`src/rtl/int_writeback.sv`:
```
// -----------------------------------------------------------------------------
// int_writeback
//
// Integer writeback stage and long-latency register scoreboard. Merges the
// single-cycle ALU result path and the multi-cycle long unit (mul/div/load)
// into the one register-file write port. It also tracks destinations with
// outstanding long results so decode can stall on RAW/WAW hazards.
//
// Ports:
//   clk, rst_n                     clock, synchronous active-low reset
//   alu_valid/alu_rd/alu_wdata     ALU result (no backpressure, top priority)
//   long_valid/long_ready          long-unit result handshake
//   long_rd/long_wdata             long-unit destination and data
//   iss_valid/iss_long/iss_rd      instruction issuing from decode
//   iss_rs1/iss_rs2                sources of the issuing instruction
//   iss_use_rs1/iss_use_rs2        source-used qualifiers
//   stall                          combinational hazard to decode
//   rd_wen/rd_addr/rd_wdata        registered register-file write port
//   busy                           scoreboard, bit r = x[r] outstanding
//
// Optional feature macro: INT_WRITEBACK_TRACE_EN (simulation trace of loaded
// writes and of issue attempts made while stalled; no effect on logic).
// -----------------------------------------------------------------------------
module int_writeback #(
  parameter int XLEN = 32
) (
  input  logic            clk,
  input  logic            rst_n,
  input  logic            alu_valid,
  input  logic [4:0]      alu_rd,
  input  logic [XLEN-1:0] alu_wdata,
  input  logic            long_valid,
  output logic            long_ready,
  input  logic [4:0]      long_rd,
  input  logic [XLEN-1:0] long_wdata,
  input  logic            iss_valid,
  input  logic            iss_long,
  input  logic [4:0]      iss_rd,
  input  logic [4:0]      iss_rs1,
  input  logic [4:0]      iss_rs2,
  input  logic            iss_use_rs1,
  input  logic            iss_use_rs2,
  output logic            stall,
  output logic            rd_wen,
  output logic [4:0]      rd_addr,
  output logic [XLEN-1:0] rd_wdata,
  output logic [31:0]     busy
);

  logic        long_xfer;
  logic        raw_hazard;
  logic        waw_hazard;
  logic [31:0] set_vec;
  logic [31:0] clr_vec;
  logic [31:0] busy_next;

  // Arbitration and hazard detection; stall looks only at registered busy,
  // so a result completing this cycle releases the stall one cycle later.
  always_comb begin
    long_ready = !alu_valid;
    long_xfer  = long_valid && !alu_valid;
    raw_hazard = iss_valid && ((iss_use_rs1 && busy[iss_rs1]) ||
                               (iss_use_rs2 && busy[iss_rs2]));
    waw_hazard = iss_valid && busy[iss_rd];
    stall      = raw_hazard || waw_hazard;
  end

  // Scoreboard next state; x0 is never tracked and set wins over clear.
  always_comb begin
    set_vec = 32'd0;
    clr_vec = 32'd0;
    if (iss_valid && iss_long && !stall && (iss_rd != 5'd0)) begin
      set_vec[iss_rd] = 1'b1;
    end else begin
      set_vec = 32'd0;
    end
    if (long_xfer && (long_rd != 5'd0)) begin
      clr_vec[long_rd] = 1'b1;
    end else begin
      clr_vec = 32'd0;
    end
    busy_next = (busy & ~clr_vec) | set_vec;
  end

  // Write-port register and scoreboard state.
  always_ff @(posedge clk) begin
    if (!rst_n) begin
      rd_wen   <= 1'b0;
      rd_addr  <= 5'd0;
      rd_wdata <= {XLEN{1'b0}};
      busy     <= 32'd0;
    end else begin
      busy <= busy_next;
      if (alu_valid) begin
        rd_wen   <= 1'b1;
        rd_addr  <= alu_rd;
        rd_wdata <= alu_wdata;
      end else if (long_xfer) begin
        rd_wen   <= 1'b1;
        rd_addr  <= long_rd;
        rd_wdata <= long_wdata;
      end else begin
        // Address and data hold so the port only toggles on real writes.
        rd_wen <= 1'b0;
      end
    end
  end

`ifdef INT_WRITEBACK_TRACE_EN
  // Simulation trace of each loaded write and of issue attempts under stall.
  always @(posedge clk) begin
    if (rst_n) begin
      if (alu_valid) begin
        $display("%0t int_writeback: alu  x%0d <= 0x%h (%0d)", $time, alu_rd, alu_wdata, alu_wdata);
      end else if (long_xfer) begin
        $display("%0t int_writeback: long x%0d <= 0x%h (%0d)", $time, long_rd, long_wdata, long_wdata);
      end
      if (iss_valid && stall) begin
        $display("%0t int_writeback: issue attempted while stalled (rd=x%0d)", $time, iss_rd);
      end
    end
  end
`endif

endmodule

```
`config.mk`:
```
export PLATFORM = sky130hd
export DESIGN_NAME = int_writeback
export DESIGN_NICKNAME = d
export VERILOG_FILES = /design/src/rtl/int_writeback.sv
export SDC_FILE = /design/constraint.sdc
export NUM_CORES = 1
export LEC_CHECK = 0
export BUFFER_PORTS_ARGS = -buffer_cell sky130_fd_sc_hd__buf_4
export CORE_MARGIN = 1.5
export CORE_UTILIZATION = 48
export CTS_BUF_LIST = sky130_fd_sc_hd__clkbuf_8 sky130_fd_sc_hd__clkbuf_16
export CTS_CLUSTER_SIZE = 16
export DETAILED_ROUTE_END_ITERATION = 8
export GPL_TIMING_DRIVEN = 0
export PLACE_DENSITY = 0.82
export SETUP_SLACK_MARGIN = 0.3
export SYNTH_ARGS = -nofsm -noshare
export SYNTH_HDL_FRONTEND = slang
export SYNTH_SLANG_ARGS = --single-unit
export TNS_END_PERCENT = 50
```
`constraint.sdc`:
```
create_clock -name clk -period 3.7 [get_ports clk]
set_input_delay 0.925 -clock clk [delete_from_list [all_inputs] [get_ports clk]]
set_output_delay 0.925 -clock clk [all_outputs]
set_load 0.01 [all_outputs]
```
# [Yosys cells after proc, flatten, opt, wreduce, memory -nomap -nowiden]
# Index checks and enable logic that the tools add are counted.
[totals] reg_bits=70 inputBits=97 wordCells=49
[classes] order_cmp=6 muxes=18 bitwise_logic=3 n_reduce_logical=18
[op_table] cell="32-bit 2-to-1 mux" n=4
[op_table] cell="32-bit bitwise AND" n=1
[op_table] cell="32-bit NOT" n=1
[op_table] cell="32-bit bitwise OR" n=1
[op_table] cell="5-bit by 6-bit less-than comparator with 1-bit output, second input constant" n=4
[op_table] cell="1-bit binary-select mux with 5-bit select" n=3
[op_table] cell="1-bit logical AND" n=11
[op_table] cell="1-bit demux with 5-bit select" n=2
[op_table] cell="5-bit by 1-bit greater-or-equal comparator with 1-bit output, second input constant" n=2
[op_table] cell="5-bit 2-to-1 mux" n=2
[op_table] cell="5-bit nonzero test" n=2
[op_table] cell="1-bit 2-to-1 mux" n=7
[op_table] cell="1-bit logical NOT" n=2
[op_table] cell="1-bit logical OR" n=2
[op_table] cell="2-bit nonzero test" n=1

# [Depth between registers and ports, before layout]
# Gate-level depths: netlist (run 1).
[logic_depth] depth_word=11 depth_mapped=7 depth_no_buf=6

# [Least setup slack after synthesis (run 1)]
# Ideal clock, no wire load.
[synth_timing] path_kind="input-to-output" start="input port iss_rs1[1]" end="output port stall" t_arrival_ps=2457 required_time_ps=2775 path_slack_ps=318 path_stages=6 n_path_buf=1 cell_sequence="buf_1 > mux2_2 > o21ai_0 > o221ai_1 > a41oi_1 > a21boi_0"
[synth_between] elab_chain_len=6
[synth_lines] element="from (decl)" line_no="39" source="input logic [4:0] iss_rs1,"
[synth_lines] element="1-bit binary-select mux with 5-bit select" line_no="62" source="raw_hazard = iss_valid && ((iss_use_rs1 && busy[iss_rs1]) ||"
[synth_lines] element="1-bit 2-to-1 mux (implied by the code)" line_no="62"
[synth_lines] element="1-bit logical AND" line_no="62"
[synth_lines] element="1-bit logical OR" line_no="62"
[synth_lines] element="1-bit logical AND" line_no="62"
[synth_lines] element="1-bit logical OR" line_no="65" source="stall = raw_hazard || waw_hazard;"
[synth_lines] element="to (decl)" line_no="43" source="output logic stall,"
# No other way between the ends. The select of a mux whose other input is x is not followed.

# [Worst setup path after layout (run 1)]
[layout_timing] start="input port iss_rs2[0]" end="output port stall"
[layout_between] elab_chain_len=6
[layout_lines] element="from (decl)" line_no="40" source="input logic [4:0] iss_rs2,"
[layout_lines] element="1-bit binary-select mux with 5-bit select" line_no="63" source="(iss_use_rs2 && busy[iss_rs2]));"
[layout_lines] element="1-bit 2-to-1 mux (implied by the code)" line_no="63"
[layout_lines] element="1-bit logical AND" line_no="63"
[layout_lines] element="1-bit logical OR" line_no="62"
[layout_lines] element="1-bit logical AND" line_no="62"
[layout_lines] element="1-bit logical OR" line_no="65"
# No other way between the ends. The select of a mux whose other input is x is not followed.

==> results.toml, run 1 <==
[die]
die_w_um = 93.1
initial_utilization_pct = 49.9
rows = 32
die-height_um = 93.1
coreArea_um2 = 7810
io_pins = 169
die-area_um2 = 8670

[place]
hpwl_um = 10000
place_area_um2 = 5200
routabilityCongestion = 0.960
dp_cells = 649
port_buffers = 157

[critical_path]
r2r_end = "busy[28]$_SDFF_PN0_"
reg2reg_depth = 7
r2r_slack_ns = 1.29
cp_cell_sequence = "buf_6, mux4_2, mux2_2, a2bb2oi_1, a41oi_2, a21boi_1, buf_4"
worstPathRequired_ns = 2.77
slowest_delay_ns = 0.53
cp.arrival_ns = 2.42
reg2reg_from = "busy[26]$_SDFF_PN0_"
critPathLaunchType = "input port"
cp-end-kind = "output pin"
critPathKind = "in -> out"
worst_path_max_delay_cell = "mux4_2"
cp_max_fo = 10

[grt]
grt_pass1_wl_um = 20000
grt_max_degree = 11
grt_use_total_pct = 29.6
antenna_found_initial = 0
overflow = 0
grt_pass1_vias = 4011

[clocking]
cts_root_buf = "clkbuf_8"
cts_hold_buffers = 0
clk_latency_ns = 0.34
clkTransAtPathRegs_ns = 0.06
max-clock-path-buffers = 2
htreeDepth = 3
cts_tree = "done"
clock_sinks = 70
cts_buffers = 9

[sta]
slew_viol_final = 0
relSlewSlack_pct = 51.3
max_freq_ghz = 0.299
timing_worst_slew_pin_value_ns = 0.730
hold-worst-slack_ns = 0.544
fin_crit_ns = 3.34
skew_ns = 0.00478
rsz0062_at_grt = "false"
finalSetupTns_ns = 0
fin_crit_sh_pct = 90.4
setup_viol = 0
final_hold_viol_count = 0

[pwr]
power_frac_seq_pct = 47.1
power.switching_mw = 0.455
p_per_area_nw_per_um2 = 316
clockPowerShare_pct = 32.4
peakVddDrop_uv = 256
power_mw = 1.72
intPower_mw = 1.26
power_leakage_nw = 2.65
swShare_pct = 26.5
p_comb_share_pct = 20.5

[detailed_routing]
wl_met2_um = 6540
routed_wl_um = 12900
drc = 0
antenna_left = 0
wire_per_inst_um = 19.4
drtPass1Iterations = 5
viasPerCell = 6.07
highest_layer = "met4"
wl_met1_um = 4600
dr.first_iter.drc_count = 404
vias = 4037
dr_wl_met3_um = 1520

[synth]
syn_area_per_cell_um2 = 9.99
synth_compound_area_share_pct = 22.8
synthTopCellsByCount = "70 x dfxtp_1, 50 x mux2i_1, 48 x nand2_1"
synth.top_cell.area_share_pct = 36.0
synth_xor_area_share_pct = 0
ys_types = 39
synth_top_family_by_area = "multiplexers"
synth_ff_type = "dfxtp_1"
synth_top_area_cell = "dfxtp_1"
yosys.area_share.simple_pct = 11.3
ys_ff_latch = 70
synthAdderAreaFrac_pct = 0
ys_seq_area_share_pct = 36.0
postSynthCellCount = 390
synth.most_common_cell = "dfxtp_1"
async_reset_ff_share_pct = 0
synthTopCellsByArea = "dfxtp_1 36%, mux2i_1 13%, o211a_1 9.5%, mux4_2 7.5%, o211ai_1 6.0%"
synth_edf_count = 0
synth.area.mux_share_pct = 25.8
synth_nets = 487
syn_area_um2 = 3900
ys_warn_count = 0

[final_layout]
drive_above_1_share_pct = 36.9
stdcell_area_um2 = 5430
synthToLayoutAreaGrowth_pct = 39.2
nFillCells = 630
final_cells = 665
layout.nets = 657
n_antenna_cell = 0

[worst_hold_path]
hp-class = "reg -> reg"
min_to = "busy[0]$_SDFF_PN0_"
worstHoldStart = "busy[0]$_SDFF_PN0_"
holdPathStages = 1

[run]
max_cap_violations = 0

[status]
outcome = "finished clean"
cells by family after synthesis:
group / count (synthesis)
AOI/OAI and AO/OA: 115
buffers and inverters: 38
DFF: 70
muxes: 74
and+or+nand+nor: 93
layout make-up:
cell class	instances	area, µm²	share of cell area [%]
repair buffers	159	1190	22.0
flip-flops and latches	70	1400	25.8
multi-input cells	282	2340	43.2
plain buffers	35	174	3.20
clock buffers	12	165	3.04
well taps	102	128	2.35
inverters	3	11.3	0.208
clock inverters	2	8.76	0.161
registers in the layout (all words and copies together) (netlist names):
signal	cells
busy	32
rd_addr	5
rd_wen	1
rd_wdata	32
power groups by stage:
stage               logic, mW  registers (mW)  clock network [mW]
global placement        0.332           0.822                   0
detailed placement      0.342           0.824                   0
floorplan               0.160           0.836                   0
CTS                     0.348           0.808               0.563
finish                  0.351           0.808               0.556
global route            0.377           0.810               0.599
metrics by stage:
step                setup WS, ns  util, %
finish                     0.356     69.5
global route               0.314     69.5
detailed placement        -0.139     66.7
floorplan                  0.318        -
CTS                        0.313     69.2
global placement         -0.0921     66.7
critical path: cells and delay by family:
family,cells,cell delay (ns)
AOI/OAI and AO/OA,3,0.41
buffers and inverters,2,0.28
muxes,2,0.81
timing repair:
action,CTS,global route
buffers inserted,2,0
gates resized for setup,9,13
cloned,0,0
pin swaps,2,1
setup endpoints to repair,1,1
how the worst max path moves through the flow:
stage | slack, ns | endpoint | depth (start not counted) | start
6_report | 0.36 | stall | 7 | iss_rs2[0]
3_5_place_dp | -0.14 | stall | 8 | iss_rs1[1]
3_3_place_gp | -0.09 | stall | 8 | iss_rs1[1]
5_1_grt | 0.31 | stall | 8 | iss_rs1[1]
2_1_floorplan | 0.32 | stall | 6 | iss_rs1[1]
4_1_cts | 0.31 | stall | 7 | iss_rs2[0]
metal layers:
metal / vias up / GRT usage [%]
met5: - / 0
met2: 272 / 53.0
met1: 1904 / 32.2
met4: 0 / 8.71
li1: 1837 / -
met3: 24 / 11.5
cells in the final DEF, fill, tap and decap left out, drive strengths merged, types with 4 or more instances in the layout:
cell type,instances
buf,174
nor2,8
o211ai,31
dfxtp,70
o21ai,33
nand4,5
clkbuf,32
o211a,37
nand3b,5
mux4,19
nand3,10
mux2,5
nand2,48
inv,4
nor2b,8
mux2i,50
(Power assumes the default switching activity.)
==> run 2, diff against run 1 <==
Settings changed: ABC_AREA set to 1, CORE_UTILIZATION 48 to 49.
==> run 2 against run 1 <==
Net effect:
- setup slack better by 0.010 ns
- fmax up 0.30%
- synthesized area up 5.9%
- critical endpoint unchanged
- sequential cell count unchanged
- highest routed layer unchanged
- critical path type unchanged
- largest power group unchanged
==> results.toml, run 2 <==
[worst_hold_path]
min_to = "busy[0]$_SDFF_PN0_"
holdPathStages = 2
hp-class = "reg -> reg"
worstHoldStart = "busy[0]$_SDFF_PN0_"

[die]
io_pins = 169
die_w_um = 94.8
coreArea_um2 = 8180
initial_utilization_pct = 50.5
die-height_um = 94.8
rows = 33
die-area_um2 = 8980

[final_layout]
drive_above_1_share_pct = 24.7
nFillCells = 738
n_antenna_cell = 0
stdcell_area_um2 = 5820
final_cells = 973
final_cell_mix = "227 x nand2_1, 173 x buf_4, 105 x nand3_1"
final_common_cell = "nand2_1"
top_regs = "busy (32), rd_wdata (32), rd_addr (5)"
layout.nets = 960
synthToLayoutAreaGrowth_pct = 41.0

[place]
routabilityCongestion = 0.971
dp_cells = 950
port_buffers = 164
place_area_um2 = 5490
hpwl_um = 11800

[critical_path]
reg2reg_from = "busy[2]$_SDFF_PN0_"
r2r_end = "busy[6]$_SDFF_PN0_"
worst_path_max_delay_cell = "a21oi_2"
reg2reg_depth = 11
cp_top_family = "buffers and inverters"
cp_max_fo = 10
critPathLaunchType = "input port"
critPathKind = "in -> out"
cp.arrival_ns = 2.41
worstPathRequired_ns = 2.77
slowest_delay_ns = 0.22
crit_top_cell = "buf_6"
cp_cell_sequence = "buf_6, inv_4, buf_6, nand2_1, nand3_1, a21oi_2, o21bai_1, nor2_2, nor2_4, nor2_4, buf_6, nor2_1, buf_4"
cp-end-kind = "output pin"
cp_num_buf_inv = 5
r2r_slack_ns = 1.78

[detailed_routing]
vias = 5372
highest_layer = "met4"
antenna_left = 0
wire_per_inst_um = 16.0
drc = 0
wl_met2_um = 7720
viasPerCell = 5.52
dr_wl_met3_um = 1560
wl_met1_um = 5820
drtPass1Iterations = 6
dr.first_iter.drc_count = 384
routed_wl_um = 15600

[grt]
grt_max_degree = 13
grt_pass1_vias = 5010
grt_use_total_pct = 33.8
overflow = 0
antenna_found_initial = 0
grt_pass1_wl_um = 23600

[synth]
ys_warn_count = 0
ys_types = 23
ys_seq_area_share_pct = 34.0
ys_ff_latch = 70
synth.most_common_cell = "nand2_1"
synth_ff_type = "dfxtp_1"
synth_top_area_cell = "dfxtp_1"
synth_edf_count = 0
async_reset_ff_share_pct = 0
syn_area_per_cell_um2 = 6.06
postSynthCellCount = 681
synthTopCellsByArea = "dfxtp_1 34%, nand2_1 21%, nand3_1 13%, inv_1 6.5%, o21ai_0 4.4%"
synth.top_cell.area_share_pct = 34.0
synth_nets = 778
syn_area_um2 = 4130
synthTopCellsByCount = "227 x nand2_1, 105 x nand3_1, 71 x inv_1"

[sta]
skew_ns = 0.00911
fin_crit_ns = 3.33
hold-worst-slack_ns = 0.540
max_freq_ghz = 0.300
timing_worst_slew_pin_value_ns = 0.548
final_hold_viol_count = 0
finalSetupTns_ns = 0
fin_crit_sh_pct = 90.1
relSlewSlack_pct = 63.5
slew_viol_final = 0
rsz0062_at_grt = "false"
setup_viol = 0

[run]
max_cap_violations = 0

[clocking]
cts_hold_buffers = 0
cts_tree = "done"
cts_buffers = 9
clkTransAtPathRegs_ns = 0.07
max-clock-path-buffers = 2
clock_sinks = 70
cts_root_buf = "clkbuf_8"
htreeDepth = 3
clk_latency_ns = 0.34

[pwr]
power_leakage_nw = 2.89
power_mw = 1.81
p_per_area_nw_per_um2 = 312
peakVddDrop_uv = 232

[status]
outcome = "finished clean"
[run 2: changes by cell type after synthesis, sizes merged, moves of 33 or more]
cell,delta
a21oi,+33
nor2,+37
nand2,+181
nand3,+95
mux2i,-50
o211a,-37
inv,+73
[run 2: worst max-delay path by stage]
stage          slack [ns]  cells past startpoint  startpoint  endpoint
2_1_floorplan        0.58                     14  iss_rs2[0]     stall
3_3_place_gp         0.13                     13  iss_rs2[0]     stall
3_5_place_dp         0.11                     13  iss_rs2[0]     stall
4_1_cts              0.30                     12  iss_rs2[0]     stall
5_1_grt              0.30                     12  iss_rs2[0]     stall
6_report             0.37                     13  iss_rs2[0]     stall
[run 2: final cells by class]
type / count / area [µm²] / share of cell area [%]
Multi-Input combinational cell: 501 / 2320 / 39.8
Sequential cell: 70 / 1400 / 24.1
Timing Repair Buffer: 171 / 1280 / 22.1
Inverter: 76 / 297 / 5.10
Buffer: 34 / 198 / 3.40
Tap cell: 105 / 131 / 2.26
Clock buffer: 9 / 124 / 2.13
Clock inverter: 7 / 66.3 / 1.14
[run 2: report_power, final]
| part | switching [mW] | internal, mW | leakage, nW |
|---|---|---|---|
| Sequential | 0.0189 | 0.782 | 0.573 |
| Combinational | 0.221 | 0.182 | 2.23 |
| Clock | 0.303 | 0.306 | 0.0924 |
[run 2: metrics by stage]
stage	worst slack, ns	util, %
CTS	0.300	70.0
global route	0.301	71.2
floorplan	0.578	-
detailed placement	0.109	67.1
finish	0.366	71.2
global placement	0.132	67.1
[run 2: cells by family after synthesis]
| family | Yosys count | share of synthesized area, % |
|---|---|---|
| compound gates | 104 | 14.4 |
| simple gates | 397 | 40.4 |
| buf+inv | 110 | 11.2 |
| flops | 70 | 34.0 |
[run 2: metal layers]
metal / GRT usage (%) / vias to the layer above
li1: - / 2579
met1: 36.9 / 2404
met2: 61.1 / 346
met3: 8.62 / 43
met4: 15.2 / 0
met5: 0 / -
[run 2: worst min-delay path: cells and delay by family, from the launching register on]
family / cells / cell delay, ns
flip-flops: 1 / 0.38
AND/OR/NAND/NOR: 1 / 0.09
buffers and inverters: 1 / 0.03
[run 2: what timing repair did]
item                                    CTS  global route
pin swaps                                 4             8
endpoints found under the setup margin    1             1
gates resized for setup                  10            17
buffers inserted                          1             6
==> run 3, diff against run 2 <==
--- a/config.mk
+++ b/config.mk
@@ -11,7 +11,9 @@
 export CORE_UTILIZATION = 49
 export CTS_BUF_LIST = sky130_fd_sc_hd__clkbuf_8 sky130_fd_sc_hd__clkbuf_16
+export CTS_CLUSTER_DIAMETER = 120
 export CTS_CLUSTER_SIZE = 16
 export DETAILED_ROUTE_END_ITERATION = 8
 export GPL_TIMING_DRIVEN = 0
+export MAX_ROUTING_LAYER = met4
 export PLACE_DENSITY = 0.82
 export SETUP_SLACK_MARGIN = 0.3
==> constraint.sdc (replaced) <==
create_clock -name clk -period 3.7 [get_ports clk]
set_input_delay 0.37 -clock clk [delete_from_list [all_inputs] [get_ports clk]]
set_output_delay 0.37 -clock clk [all_outputs]
set_load 0.01 [all_outputs]
==> run 3 against run 2 <==
Net effect:
- register-to-register slack better by 0.04 ns
- design area down 2.5%
- combinational power down 5.2%
- sequential power about the same
- hold slack got worse by 0.24 ns
- setup slack gained 0.81 ns
- clock skew increased by 0.010 ns
- utilization down 1.8 points
- critical endpoint unchanged
- first-iteration DRC count grew 31%
==> results.toml, run 3 (same netlist as run 2, synthesis figures left out) <==
[final_layout]
top_regs = "busy (32), rd_wdata (32), rd_addr (5)"
layout.nets = 953
nFillCells = 730
final_common_cell = "nand2_1"
final_cell_mix = "227 x nand2_1, 167 x buf_4, 105 x nand3_1"
n_antenna_cell = 0
synthToLayoutAreaGrowth_pct = 37.4
drive_above_1_share_pct = 22.9

[critical_path]
critPathLaunchType = "register"
cp-end-kind = "output pin"
worstPathRequired_ns = 3.33
worstSetupStartpoint = "busy[2]$_SDFF_PN0_"
cp.arrival_ns = 2.15
cp_max_fo = 10
critPathKind = "reg -> out"
reg2reg_from = "busy[5]$_SDFF_PN0_"

[clocking]
max-clock-path-buffers = 2
cts_buffers = 9
cts_root_buf = "clkbuf_8"
cts_tree = "done"
cts_hold_buffers = 0
clkTransAtPathRegs_ns = 0.09
cts_resized = 0
htreeDepth = 3
clock_sinks = 70
clk_latency_ns = 0.35
postCtsSetupBuffers = 0

[detailed_routing]
viasPerCell = 5.65
drc = 0
routed_wl_um = 15900
wire_per_inst_um = 16.4
antenna_left = 0
dr.first_iter.drc_count = 503
vias = 5455
drtPass1Iterations = 5

[place]
hpwl_um = 12300
port_buffers = 164
routabilityCongestion = 1.02

[pwr]
peakVddDrop_uv = 286
p_per_area_nw_per_um2 = 312
power_mw = 1.77
power_leakage_nw = 2.86

[die]
io_pins = 169
die-height_um = 94.8
coreArea_um2 = 8180
rows = 33
initial_utilization_pct = 50.5
die_w_um = 94.8
die-area_um2 = 8980

[grt]
grt_max_degree = 12
grt_pass1_vias = 4900
grt_use_total_pct = 36.1
overflow = 0
grt_pass1_wl_um = 24200
antenna_found_initial = 0

[status]
outcome = "finished clean"

[sta]
timing_worst_slew_pin_value_ns = 0.598
setup_viol = 0
finalSetupTns_ns = 0
fin_crit_sh_pct = 68.2
final_hold_viol_count = 0
fin_crit_ns = 2.52
slew_viol_final = 0
rsz0062_at_grt = "false"
relSlewSlack_pct = 60.0
max_freq_ghz = 0.396
skew_ns = 0.0192

[worst_hold_path]
worstHoldStart = "long_wdata[0]"
hp-class = "in -> reg"

[run]
max_cap_violations = 0
==> run 3: layout make-up <==
| class | count | area, µm² | share of cell area (%) |
|---|---|---|---|
| flip-flops and latches | 70 | 1400 | 24.7 |
| repair buffers | 164 | 1230 | 21.7 |
| clock buffers | 9 | 124 | 2.18 |
| inverters | 76 | 285 | 5.03 |
| well taps | 105 | 131 | 2.32 |
| clock inverters | 7 | 58.8 | 1.04 |
| multi-input cells | 501 | 2260 | 39.9 |
| plain buffers | 34 | 175 | 3.09 |
==> run 3: worst max-delay path, stage by stage (launching register included) <==
cell	delay, ns
dfxtp_1	0.46
o21ai_0	0.14
o211ai_1	0.25
nand2_1	0.08
nor2_1	0.09
nor2_1	0.04
nor2_1	0.26
nor2_4	0.12
buf_6	0.16
nor2_1	0.09
buf_4	0.13
==> run 3: worst paths after layout <==
kind,end,slack [ns],depth (start not counted)
min,rd_wdata[0]$_SDFFE_PN0P_,0.30,5
max,stall,1.18,10
min reg2reg,busy[26]$_SDFF_PN0_,0.55,2
max reg2reg,busy[11]$_SDFF_PN0_,1.82,10
==> run 3: through the flow <==
stage | hold slack (ns) | cell area, µm² | instances | setup slack, ns | utilization (%)
finish | 0.301 | 5670 | 966 | 1.18 | 69.4
detailed placement | 0.530 | 5490 | 950 | 1.25 | 67.1
global placement | 0.512 | 5490 | 950 | 1.30 | 67.1
global route | 0.328 | 5670 | 966 | 1.08 | 69.4
CTS | 0.297 | 5670 | 966 | 1.22 | 69.4
floorplan | 0.488 | 4130 | 681 | 1.69 | -
==> run 3: routing by layer <==
metal | track usage [%] | part of all wire (%) | up-vias
met1 | 39.4 | 37 | 2485
li1 | - | - | 2569
met2 | 63.6 | 50 | 346
met4 | 13.7 | 3.5 | 0
met5 | - | 0 | -
met3 | 7.89 | 9.8 | 55
==> run 3: power breakdown <==
group	leakage, nW	total, mW	internal (mW)	switching, mW
sequential	0.573	0.802	0.782	0.0200
clock	0.103	0.587	0.302	0.285
combinational	2.19	0.382	0.168	0.215
